### src/rtl/tea_word_rx.sv
// tea_word_rx: collects the two MSB-first serial result lanes of the TEA core
// into WORD_W-bit word pairs and queues them in a FIFO with a valid/ready drain.
//
// Ports:
//   clk        - single clock, all logic on the rising edge
//   reset      - synchronous active-high clear of all state
//   start      - current bit is the MSB of a new pair (needs in_valid)
//   in_valid   - v0_in/v1_in carry a valid bit this cycle
//   v0_in      - serial v0 lane, MSB first
//   v1_in      - serial v1 lane, MSB first
//   out_ready  - consumer accepts the head when out_valid is high
//   out_valid  - FIFO head holds a word pair
//   v0_word    - FIFO head, v0 word
//   v1_word    - FIFO head, v1 word
//   busy       - a word pair is being assembled
//   overflow   - sticky, a completed pair was dropped on a full FIFO
//   frame_err  - sticky, start arrived mid-word and the partial was dropped
module tea_word_rx #(
  parameter int WORD_W     = 32,
  parameter int FIFO_DEPTH = 2
) (
  input  logic              clk,
  input  logic              reset,
  input  logic              start,
  input  logic              in_valid,
  input  logic              v0_in,
  input  logic              v1_in,
  input  logic              out_ready,
  output logic              out_valid,
  output logic [WORD_W-1:0] v0_word,
  output logic [WORD_W-1:0] v1_word,
  output logic              busy,
  output logic              overflow,
  output logic              frame_err
);

  localparam int PW = $clog2(FIFO_DEPTH);
  localparam int CW = $clog2(WORD_W + 1);

  typedef enum logic {
    IDLE,
    SHIFT
  } state_e;

  state_e state_q, state_d;
  logic [CW-1:0] cnt_q, cnt_d;

  // Only WORD_W-1 bits are ever held: the last bit goes
  // straight from the lane into the FIFO.
  logic [WORD_W-2:0] sr0_q, sr0_d;
  logic [WORD_W-2:0] sr1_q, sr1_d;

  logic [WORD_W-1:0] asm0, asm1;
  logic              push;
  logic              ferr_set;

  logic [WORD_W-1:0] mem0_q [FIFO_DEPTH];
  logic [WORD_W-1:0] mem1_q [FIFO_DEPTH];
  logic [PW:0]       wr_q, rd_q;
  logic              ovf_q, ferr_q;

  logic empty, full, pop, do_push, ovf_set;

  assign asm0 = {sr0_q, v0_in};
  assign asm1 = {sr1_q, v1_in};

  always_comb begin
    state_d  = state_q;
    cnt_d    = cnt_q;
    sr0_d    = sr0_q;
    sr1_d    = sr1_q;
    push     = 1'b0;
    ferr_set = 1'b0;
    unique case (state_q)
      IDLE: begin
        if (in_valid && start) begin
          state_d = SHIFT;
          sr0_d   = {{(WORD_W-2){1'b0}}, v0_in};
          sr1_d   = {{(WORD_W-2){1'b0}}, v1_in};
          cnt_d   = CW'(1);
        end
      end
      SHIFT: begin
        if (in_valid) begin
          if (start) begin
            // Resync on the new MSB; partial word is lost.
            ferr_set = 1'b1;
            sr0_d    = {{(WORD_W-2){1'b0}}, v0_in};
            sr1_d    = {{(WORD_W-2){1'b0}}, v1_in};
            cnt_d    = CW'(1);
          end else if (cnt_q == CW'(WORD_W - 1)) begin
            push    = 1'b1;
            state_d = IDLE;
            cnt_d   = '0;
          end else begin
            sr0_d = asm0[WORD_W-2:0];
            sr1_d = asm1[WORD_W-2:0];
            cnt_d = cnt_q + CW'(1);
          end
        end
      end
      default: state_d = IDLE;
    endcase
  end

  always_ff @(posedge clk) begin
    if (reset) begin
      state_q <= IDLE;
      cnt_q   <= '0;
      sr0_q   <= '0;
      sr1_q   <= '0;
    end else begin
      state_q <= state_d;
      cnt_q   <= cnt_d;
      sr0_q   <= sr0_d;
      sr1_q   <= sr1_d;
    end
  end

  assign empty = (wr_q == rd_q);
  assign full  = (wr_q[PW] != rd_q[PW]) &&
                 (wr_q[PW-1:0] == rd_q[PW-1:0]);

  assign out_valid = !empty;
  assign pop       = out_valid && out_ready;
  // A full FIFO still takes the push when the head leaves
  // in the same cycle.
  assign do_push   = push && (!full || pop);
  assign ovf_set   = push && full && !pop;

  always_ff @(posedge clk) begin
    if (reset) begin
      wr_q   <= '0;
      rd_q   <= '0;
      ovf_q  <= 1'b0;
      ferr_q <= 1'b0;
      for (int i = 0; i < FIFO_DEPTH; i++) begin
        mem0_q[i] <= '0;
        mem1_q[i] <= '0;
      end
    end else begin
      if (do_push) begin
        mem0_q[wr_q[PW-1:0]] <= asm0;
        mem1_q[wr_q[PW-1:0]] <= asm1;
        wr_q <= wr_q + 1'b1;
      end
      if (pop) rd_q <= rd_q + 1'b1;
      if (ovf_set) ovf_q <= 1'b1;
      if (ferr_set) ferr_q <= 1'b1;
    end
  end

  assign v0_word   = mem0_q[rd_q[PW-1:0]];
  assign v1_word   = mem1_q[rd_q[PW-1:0]];
  assign busy      = (state_q == SHIFT);
  assign overflow  = ovf_q;
  assign frame_err = ferr_q;

endmodule

### config.mk
export PLATFORM = sky130hd
export DESIGN_NAME = tea_word_rx
export DESIGN_NICKNAME = d
export VERILOG_FILES = /design/src/rtl/tea_word_rx.sv
export SDC_FILE = /design/constraint.sdc
export NUM_CORES = 1
export LEC_CHECK = 0
export ABC_AREA = 0
export CAP_MARGIN = 20
export CORE_MARGIN = 2
export CORE_UTILIZATION = 45
export DETAILED_ROUTE_END_ITERATION = 10
export DONT_BUFFER_PORTS = 1
export PLACE_DENSITY = 0.57
export SLEW_MARGIN = 20
export SYNTH_ARGS = -nofsm -noshare
export SYNTH_HDL_FRONTEND = slang
export SYNTH_SLANG_ARGS = --single-unit
### constraint.sdc
create_clock -name clk -period 8.11 [get_ports clk]
set_input_delay 0.4055 -clock clk [delete_from_list [all_inputs] [get_ports clk]]
set_output_delay 0.4055 -clock clk [all_outputs]
set_load 0.05 [all_outputs]
==> results of run 1 <==
==> worst max-delay path: stages (launching register included) <==
cell     delay [ns]
dfxtp_1        0.77
and3b_1        0.39
nand3_2        0.24
or3_1          0.44
nand2_4        0.72
==> cell type report <==
class / instances / share of cell area (%)
sequential: 204 / 57.54
multi-input combinational: 441 / 30.62
clock buffer: 31 / 7.133
tap: 229 / 3.071
clock inverter: 9 / 1.006
timing repair buffer: 6 / 0.5095
inverter: 3 / 0.1207
==> where the power goes <==
| part | total [W] | internal (W) | switching (W) |
|---|---|---|---|
| Combinational | 0.000123 | 0.0000185 | 0.000104 |
| Clock | 0.00102 | 0.000633 | 0.000385 |
| Sequential | 0.00114 | 0.00113 | 0.0000107 |
==> cells by family (layout without fill, tap and decap cells) <==
| group | count (synthesis) | after routing | synth area share (%) |
|---|---|---|---|
| AND/OR/NAND/NOR | 283 | 283 | 18.57 |
| flip-flops | 204 | 204 | 63.82 |
| AO/OA/AOI/OAI | 86 | 86 | 5.358 |
| multiplexers | 66 | 66 | 8.811 |
| buffers and inverters | 52 | 49 | 2.679 |
| XOR/XNOR | 5 | 5 | 0.6103 |
| adder cells (fa/ha/maj) | 1 | 1 | 0.1488 |
==> stage by stage <==
stage,worst slack [ns],power (W),utilization (%),hold slack [ns],area [sq um]
global placement,5.178,0.001287,47.16,0.4498,8558
CTS,5.124,0.002310,51.40,0.06183,9328
detailed placement,5.116,0.001290,47.16,0.4617,8558
global route,4.968,0.002365,51.42,0.07431,9331
finish,5.134,0.002285,51.42,0.07814,9331
floorplan,1.495,0.001275,-,0.4398,8407
==> flip-flops by register name, summed over array words and instances, names as in the netlist, named ones only <==
register	count
cnt_q	6
mem0_q	64
wr_q	2
busy	1
frame_err	1
sr0_q	31
rd_q	2
mem1_q	64
overflow	1
sr1_q	31
==> metal layers <==
metal / global-route usage, % / wire length [um] / up-vias
met2: 26.16 / 7298 / 88
met4: 4.368 / 320 / 0
li1: - / - / 2416
met3: 4.280 / 843 / 25
met1: 20.04 / 6926 / 2283
met5: 0 / 0 / -
==> path summary, 6_finish.rpt <==
kind,startpoint,endpoint,slack (ns)
max reg2reg,busy$_SDFF_PP0_,mem0_q[0][26]$_SDFFCE_PN0P_,5.13
max,busy$_SDFF_PP0_,mem0_q[0][26]$_SDFFCE_PN0P_,5.13
min reg2reg,sr0_q[30]$_SDFFE_PP0P_,sr0_q[30]$_SDFFE_PP0P_,0.47
min,v1_in,sr1_q[0]$_SDFFE_PP0P_,0.08
==> cells in the final DEF, fill, tap and decap left out, types with 2 or more instances in the layout <==
master,instances
a21oi_1,8
a22oi_1,2
a31oi_1,3
and2_1,129
and3_1,2
buf_4,5
bufinv_16,2
clkbuf_1,2
clkbuf_16,23
clkbuf_8,6
clkinv_1,3
clkinv_2,3
dfxtp_1,75
edfxtp_1,128
inv_1,2
mux2_2,64
mux2i_1,2
nand2_1,62
nand2b_1,2
nand3_1,62
nand3b_1,4
nor2_1,11
nor4_4,2
o21ai_0,68
or4_1,2
xor2_1,3
==> metrics.md, run 1 <==
| Metric | Value |
|---|---|
| Status | finished clean |
| Post-route minimum period | 2.976 ns |
| Worst R2R Path Depth | 4 |
| Layout Skew | 0.008818 ns |
| Layout cell share with drive strength beyond 1 | 16.57% |
| Post-synth top area share | 45.72% |
| Initial Utilization | 46.33% |
| HPWL Detailed | 8144 um |
| Slew Limit Fails | 0 |
| Post-synthesis async set-or-reset flop share | 0% |
| Worst setup SP type | register |
| CTS Buf Count | 22 |
| RSZ-0062 raised after global routing | no |
| Vias per std cell | 5.213 |
| Initial antenna violation count | 0 |
| Clk sinks | 204 |
| Cell Area, Synth | 8407 sq um |
| GP Congestion | 0.7605 |
| Vias in the first global route | 4766 |
| CTS max path bufs | 3 |
| Placeable Area | 18150 sq um |
| WP data required | 8.22 ns |
| TNS Setup | 0 ns |
| H-tree level count | 1 |
| Post-Syn Area per Cell | 12.06 sq um |
| Top cells by area, synth | edfxtp_1 (46%), dfxtp_1 (18%), and2_1 (9.6%) |
| Synth Register Bits | 204 |
| Min-Delay Path Depth | 2 |
| Ys Warns | 0 |
| Commonest cells post-synth | and2_1 (129), edfxtp_1 (128), dfxtp_1 (76) |
| GRT Util Overall | 15.61% |
| Leading area contributor after synthesis | edfxtp_1 |
| Worst vdd ir | 0.0001426 V |
| Die width | 140.7 um |
| Area growth from synthesis to layout | 11.00% |
| Count of cell types in the netlist | 35 |
| Worst endpoint data arrival time | 3.08 ns |
| Power Density | 244.9 nW/um^2 |
| Hold Buf Count CTS | 1 |
| Largest net degree at the start of global routing | 123 |
| DR pass1 iterations | 4 |
| Max Fclk | 0.3360 GHz |
| Worst slew pin tran | 1.039 ns |
| PostCTS Resize Cnt | 0 |
| Cells after synthesis | 697 |
| IO buf count | 0 |
| Clk_lat worst skew | 0.49 ns |
| Die span in y | 140.7 um |
| Leakage Power | 3.128 nW |
| Crit path kind | reg -> reg |
| Top-count cell post-synth | and2_1 |
| Fill cells | 1566 |
| Register area share after synthesis | 63.82% |
| Post-Layout Cell Count | 923 |
| Max FO, Critical Path | 64 |
| Antenna Violating Nets Remaining | 0 |
| Vias | 4812 |
| DR DRC count | 0 |
| Post-synth EDFFs | 128 |
| TritonCTS clock tree | done |
| HP Class | in -> reg |
| Root Driver | clkbuf_16 |
| Die area | 19790 sq um |
| Global-route wire length before repair | 25060 um |
| Max Cap Viol | 0 |
| Drt initial violations | 243 |
| Slew headroom | 30.72% |
| Reg clk slew, reported paths | 0.06 ns |
| WL/cell | 16.67 um |
| Kind of end point of the critical path | register |
| Setup Buffers After CTS | 0 |
| Footprint of the multi-input gates | 2858 sq um |
| FF+latch area | 5369 sq um |
| Dpl cells | 882 |
| Tcrit/Tclk final | 36.70% |
| Post-Route WL | 15390 um |
| IO Count | 75 |
| Top FF cell, synth | edfxtp_1 |
| Nets | 686 |
| Antenna Cells | 0 |
| Total gr overflow | 0 |
| Rows | 49 |
| Setup-failing EPs final | 0 |
| Syn nets | 705 |
| Hold Fails Final Rpt | 0 |
Note: power is estimated with default switching activity, not from simulation.
==> run 2, diff against run 1 <==
==> constraint.sdc (replaced) <==
create_clock -name clk -period 2.9 [get_ports clk]
set_input_delay 0.145 -clock clk [delete_from_list [all_inputs] [get_ports clk]]
set_output_delay 0.145 -clock clk [all_outputs]
set_load 0.05 [all_outputs]
==> run 2 against run 1 <==
Compared with the run above:
- sequential share of layout area shrank 0.47 points
- clock-buffer cell count increased by 5
- worst hold slack improved by 0.032 ns
- via count increased by 2.6%
- critical path type unchanged
==> metrics.md, run 2 (synthesis gave the netlist of run 1 again) <==
| Metric | Value |
|---|---|
| GRT Util Overall | 16.73% (+1.1 points) |
| Antenna Cells | 0 (unchanged) |
| HP Class | in -> reg |
| Routed length on met3 | 998 um (+18%) |
| Setup-failing EPs final | 0 (unchanged) |
| CTS Buf Count | 22 (unchanged) |
| Met2 WL post-DR | 7699 um (+5.5%) |
| DR pass1 iterations | 4 (unchanged) |
| Slew Limit Fails | 0 (unchanged) |
| Die span in y | 140.7 um (unchanged) |
| Max Fclk | 0.4402 GHz (+31%) |
| Initial Utilization | 46.33% (unchanged) |
| FF-to-FF Start | busy$_SDFF_PP0_ |
| Layout cell share with drive strength beyond 1 | 17.26% (+0.69 points) |
| Reg clk slew, reported paths | 0.06 ns (about the same) |
| Root Driver | clkbuf_16 |
| Hold slack | 0.1106 ns (+0.03242 ns) |
| Antenna Violating Nets Remaining | 0 (unchanged) |
| Reg2reg end | mem1_q[0][25]$_SDFFCE_PN0P_ |
| Post-route minimum period | 2.272 ns (-0.7044 ns) |
| Die width | 140.7 um (unchanged) |
| Post-Route WL | 16280 um (+5.8%) |
| Max FO, Critical Path | 27 (-58%) |
| RSZ-0062 raised after global routing | no |
| Vias | 4936 (+2.6%) |
| Area growth from synthesis to layout | 12.04% |
| Layout Skew | 0.01510 ns (+0.006278 ns) |
| Kind of end point of the critical path | register |
| Global-route wire length before repair | 26750 um (+6.7%) |
| Commonest non-fill, non-tap cells in the layout | and2_1 (129), edfxtp_1 (128), dfxtp_1 (72) |
| HPWL Detailed | 9121 um (+12%) |
| Worst slew pin tran | 0.9098 ns (-0.1295 ns) |
| Vias in the first global route | 5013 (+5.2%) |
| DR top layer | met4 |
| Leakage Power | 3.150 nW (+0.70%) |
| Finished Core Util | 51.90% (+0.48 points) |
| Met1 WL | 7280 um (+5.1%) |
| Total power | 0.006146 W (+170%) |
| Total gr overflow | 0 (unchanged) |
| Min-Delay Path Depth | 3 (+1) |
| WP data required | 3.06 ns (-5.16 ns) |
| Largest regs | mem0_q (64), mem1_q (64) |
| Die area | 19790 sq um (unchanged) |
| Placeable Area | 18150 sq um (unchanged) |
| Worst endpoint data arrival time | 2.43 ns (-0.65 ns) |
| Slew headroom | 39.35% (+8.6 points) |
| DR DRC count | 0 (unchanged) |
| Setup Buffers After CTS | 0 (unchanged) |
| Dpl cells | 888 (+0.68%) |
| Worst R2R Path Depth | 5 (+1) |
| Nets | 699 (+1.9%) |
| Initial antenna violation count | 0 (unchanged) |
| Clk_lat worst skew | 0.50 ns (about the same) |
| Rows | 49 (unchanged) |
| Tcrit/Tclk final | 78.34% (+42 points) |
| Max Cap Viol | 0 (unchanged) |
| Drt initial violations | 259 (+6.6%) |
| Clk sinks | 204 (unchanged) |
| Power Density | 652.5 nW/um^2 (+170%) |
| Hold Crit Start | in_valid |
| Worst hold endpoint | cnt_q[5]$_SDFFE_PP0P_ |
| Post-Layout Cell Count | 936 (+1.4%) |
| GP Congestion | 0.7309 (-3.9%) |
| Placed instance area | 8662 sq um (+1.2%) |
| Status | finished clean |
| IO buf count | 0 (unchanged) |
| Worst setup SP type | register |
| CTS max path bufs | 3 (unchanged) |
| Worst vdd ir | 0.0004257 V (+200%) |
| Hold Fails Final Rpt | 0 (unchanged) |
| WL/cell | 17.40 um (+4.3%) |
| Reg2reg setup slack | 0.63 ns (-4.51 ns) |
| Most common cell after layout, fill and taps aside | and2_1 |
| Crit path kind | reg -> reg |
| H-tree level count | 1 (unchanged) |
| Post-Layout Inst Area | 9419 sq um (+0.94%) |
| Vias per std cell | 5.274 (+1.2%) |
| TritonCTS clock tree | done |
| Largest net degree at the start of global routing | 123 (unchanged) |
| IO Count | 75 (unchanged) |
[run 2: layout make-up]
type | count | area, sq um
fillers | 1610 | 8728
flip-flops and latches | 204 | 5375
multi-input cells | 441 | 2882
clock buffers | 36 | 643.1
well taps | 229 | 286.5
repair buffers | 19 | 187.7
clock inverters | 4 | 33.78
inverters | 3 | 11.26
[run 2: timing repair]
action	4_1_cts	5_1_grt
hold buffers	8	0
gates resized for setup	0	0
endpoints found under the hold margin	20	0
[run 2: how the worst max path moves through the flow]
stage / start / cells past startpoint / slack, ns / end
after global routing: busy$_SDFF_PP0_ / 5 / 0.51 / mem1_q[0][25]$_SDFFCE_PN0P_
after global placement: busy$_SDFF_PP0_ / 5 / 0.68 / mem1_q[0][17]$_SDFFCE_PN0P_
final: busy$_SDFF_PP0_ / 5 / 0.63 / mem1_q[0][25]$_SDFFCE_PN0P_
after detailed placement: busy$_SDFF_PP0_ / 5 / 0.63 / mem1_q[0][24]$_SDFFCE_PN0P_
after floorplan: cnt_q[1]$_SDFFE_PP0P_ / 5 / -0.16 / mem0_q[1][0]$_SDFFCE_PN0P_
after CTS: busy$_SDFF_PP0_ / 5 / 0.63 / mem1_q[0][2]$_SDFFCE_PN0P_
[run 2: through the flow]
step	setup slack (ns)	TNS (ns)
global placement	0.6833	0
floorplan	-0.1555	-9.954
finish	0.6282	0
global route	0.5057	0
CTS	0.6295	0
detailed placement	0.6346	0
[run 2: critical path, cell delays in order (launching register included)]
cell and delay (ns):
dfxtp_4 0.48, and3b_1 0.37, nand3_4 0.19, or3_1 0.41, nand2_4 0.11, buf_4 0.36
[run 2: layer usage]
metal | GRT usage, % | vias to the layer above
met2 | 28.42 | 104
met3 | 4.484 | 26
met1 | 21.19 | 2367
li1 | - | 2439
met5 | 0 | -
met4 | 4.737 | 0
[run 2: where the power goes]
part           internal, W  total (W)  switching [W]
Clock              0.00152    0.00258        0.00106
Combinational    0.0000655   0.000368       0.000302
Sequential         0.00317    0.00320      0.0000312
==> run 3, diff against run 2 <==
==> constraint.sdc (replaced) <==
create_clock -name clk -period 2.13 [get_ports clk]
set_input_delay 0.1065 -clock clk [delete_from_list [all_inputs] [get_ports clk]]
set_output_delay 0.1065 -clock clk [all_outputs]
set_load 0.05 [all_outputs]
==> run 3 against run 2 <==
Compared with the run above:
- via count barely moved
- largest cell class unchanged
- cell count is 0.75% higher
- die area unchanged
- flip-flop and latch count stayed put
- sequential share of layout area is 0.67 points lower
- power up 35%
- worst hold slack worse by 0.083 ns
- global-route usage down 0.46 points
- highest routed layer unchanged
- sequential power is 36% higher
==> metrics.md, run 3 (synthesis gave the netlist of run 1 again) <==
| Metric | Value |
|---|---|
| Clk sinks | 204 (unchanged) |
| TritonCTS clock tree | done |
| GRT Util Overall | 16.27% (-0.46 points) |
| Vias | 4937 (+0.020%) |
| Internal power | 0.006423 W (+35%) |
| Post-Route WL | 16080 um (-1.2%) |
| Worst slew pin tran | 0.7604 ns (-0.1494 ns) |
| Worst endpoint data arrival time | 2.20 ns (-0.23 ns) |
| Placed instance area | 8801 sq um (+1.6%) |
| Antenna Violating Nets Remaining | 0 (unchanged) |
| Largest net degree at the start of global routing | 75 (-39%) |
| Pre-CTS WS | 0.08929 ns (-0.5453 ns) |
| Nets | 707 (+1.1%) |
| Leakage Power | 3.207 nW (+1.8%) |
| Layout cell share with drive strength beyond 1 | 18.35% (+1.1 points) |
| Die span in y | 140.7 um (unchanged) |
| Rows | 49 (unchanged) |
| Total gr overflow | 0 (unchanged) |
| CTS max path bufs | 3 (unchanged) |
| Max Cap Viol | 0 (unchanged) |
| WL/cell | 17.06 um (-1.9%) |
| Slew Limit Fails | 0 (unchanged) |
| Initial antenna violation count | 0 (unchanged) |
| CTS Buf Count | 21 (-4.5%) |
| Area growth from synthesis to layout | 13.39% |
| Vias per std cell | 5.235 (-0.72%) |
| Layout Skew | 0.004973 ns (-0.01012 ns) |
| DR DRC count | 0 (unchanged) |
| Global-route wire length before repair | 26190 um (-2.1%) |
| Drt initial violations | 290 (+12%) |
| HPWL Detailed | 9549 um (+4.7%) |
| Clk pwr share | 41.3% (-0.6 points) |
| Worst setup margin | 0.1131 ns (-0.5151 ns) |
| Root Driver | clkbuf_16 |
| Logic pwr share | 6.3% (+0.3 points) |
| Crit path kind | in -> reg |
| Setup Buffers After CTS | 0 (unchanged) |
| Die area | 19790 sq um (unchanged) |
| Setup-failing EPs final | 0 (unchanged) |
| Commonest non-fill, non-tap cells in the layout | and2_1 (129), edfxtp_1 (128), dfxtp_1 (71) |
| Slew headroom | 49.14% (+9.8 points) |
| GP Congestion | 0.7624 (+4.3%) |
| Most common cell after layout, fill and taps aside | and2_1 |
| Worst vdd ir | 0.0006194 V (+46%) |
| Largest regs | mem0_q (64), mem1_q (64) |
| IO buf count | 0 (unchanged) |
| Power Density | 870.4 nW/um^2 (+33%) |
| Max FO, Critical Path | 24 (-11%) |
| Max Fclk | 0.4958 GHz |
| Reg power frac | 52.4% (+0.3 points) |
| Hold Fails Final Rpt | 0 (unchanged) |
| Net switching power | 0.001874 W (+34%) |
| Switch share | 22.59% (-0.099 points) |
| Clk_lat worst skew | 0.49 ns (about the same) |
| IO Count | 75 (unchanged) |
| Worst setup SP type | input pin |
| Initial Utilization | 46.33% (unchanged) |
| H-tree level count | 1 (unchanged) |
| RSZ-0062 raised after global routing | no |
| Tcrit/Tclk final | 94.69% |
| Post-route minimum period | 2.017 ns |
| Post-Layout Inst Area | 9533 sq um (+1.2%) |
| Placeable Area | 18150 sq um (unchanged) |
| Reg2reg setup slack | 0.14 ns (-0.49 ns) |
| Die width | 140.7 um (unchanged) |
| Vias in the first global route | 4873 (-2.8%) |
| Reg clk slew, reported paths | 0.06 ns (about the same) |
| Status | finished clean |
| Kind of end point of the critical path | register |
| HP Class | in -> reg |
| WP data required | 2.32 ns (-0.74 ns) |
| DR pass1 iterations | 4 (unchanged) |
| Antenna Cells | 0 (unchanged) |
==> run 3: cell types whose count changed in the layout (fill, tap and decap cells not counted), moves of 2 or more <==
| cell | change |
|---|---|
| clkbuf_1 | -5 |
| clkbuf_8 | -2 |
| clkinv_1 | +4 |
| buf_4 | +4 |
| clkinv_2 | +2 |
| buf_12 | +5 |
==> run 3: cell type report <==
cell class	instances	area (sq um)
fillers	1552	8615
clock buffers	28	571.8
inverters	3	11.26
multi-input cells	441	2895
repair buffers	28	317.8
flip-flops and latches	204	5376
well taps	229	286.5
clock inverters	10	73.82
==> run 3: per-layer routing <==
| layer | GRT usage (%) | vias to the layer above | routed length, um |
|---|---|---|---|
| li1 | - | 2451 | - |
| met1 | 21.83 | 2379 | 7319 |
| met2 | 26.47 | 86 | 7555 |
| met3 | 4.891 | 21 | 939 |
| met4 | 3.316 | 0 | 269 |
| met5 | 0 | - | 0 |
==> run 3: worst paths after layout <==
| kind | from | to | cells past startpoint |
|---|---|---|---|
| min | in_valid | cnt_q[5]$_SDFFE_PP0P_ | 3 |
| min reg2reg | sr0_q[30]$_SDFFE_PP0P_ | sr0_q[30]$_SDFFE_PP0P_ | 2 |
| max | reset | mem0_q[0][16]$_SDFFCE_PN0P_ | 5 |
| max reg2reg | cnt_q[0]$_SDFFE_PP0P_ | mem0_q[0][16]$_SDFFCE_PN0P_ | 6 |
==> run 3: stage by stage <==
step | TNS (ns) | util (%) | total power, W | hold slack [ns] | instances
6_report | 0 | 52.53 | 0.008297 | 0.02777 | 943
5_1_grt | 0 | 52.53 | 0.008608 | 0.02890 | 943
4_1_cts | 0 | 52.50 | 0.008399 | 0.002068 | 943
3_5_place_dp | 0 | 48.50 | 0.004942 | 0.1774 | 897
3_3_place_gp | 0 | 48.50 | 0.004933 | 0.1759 | 897
2_1_floorplan | -59.23 | - | 0.004849 | 0.2537 | 697
==> run 3: power by group through the flow <==
stage	clock network, W	registers (W)	logic [W]
after floorplan	0	0.00443	0.000417
after global placement	0	0.00443	0.000503
after detailed placement	0	0.00444	0.000506
after CTS	0.00352	0.00435	0.000529
after global routing	0.00370	0.00436	0.000550
final	0.00343	0.00435	0.000521
==> run 3: timing repair <==
action / in CTS / in global routing
gates resized for setup: 0 / 3
endpoints found under the setup margin: 0 / 62
endpoints found under the hold margin: 32 / 0
hold buffers: 8 / 0
==> run 3: critical path, stage by stage <==
cell and delay [ns]:
dlygate4sd3_1 1.03, inv_2 0.34, buf_4 0.32, nand2_8 0.16
buf_12 0.20
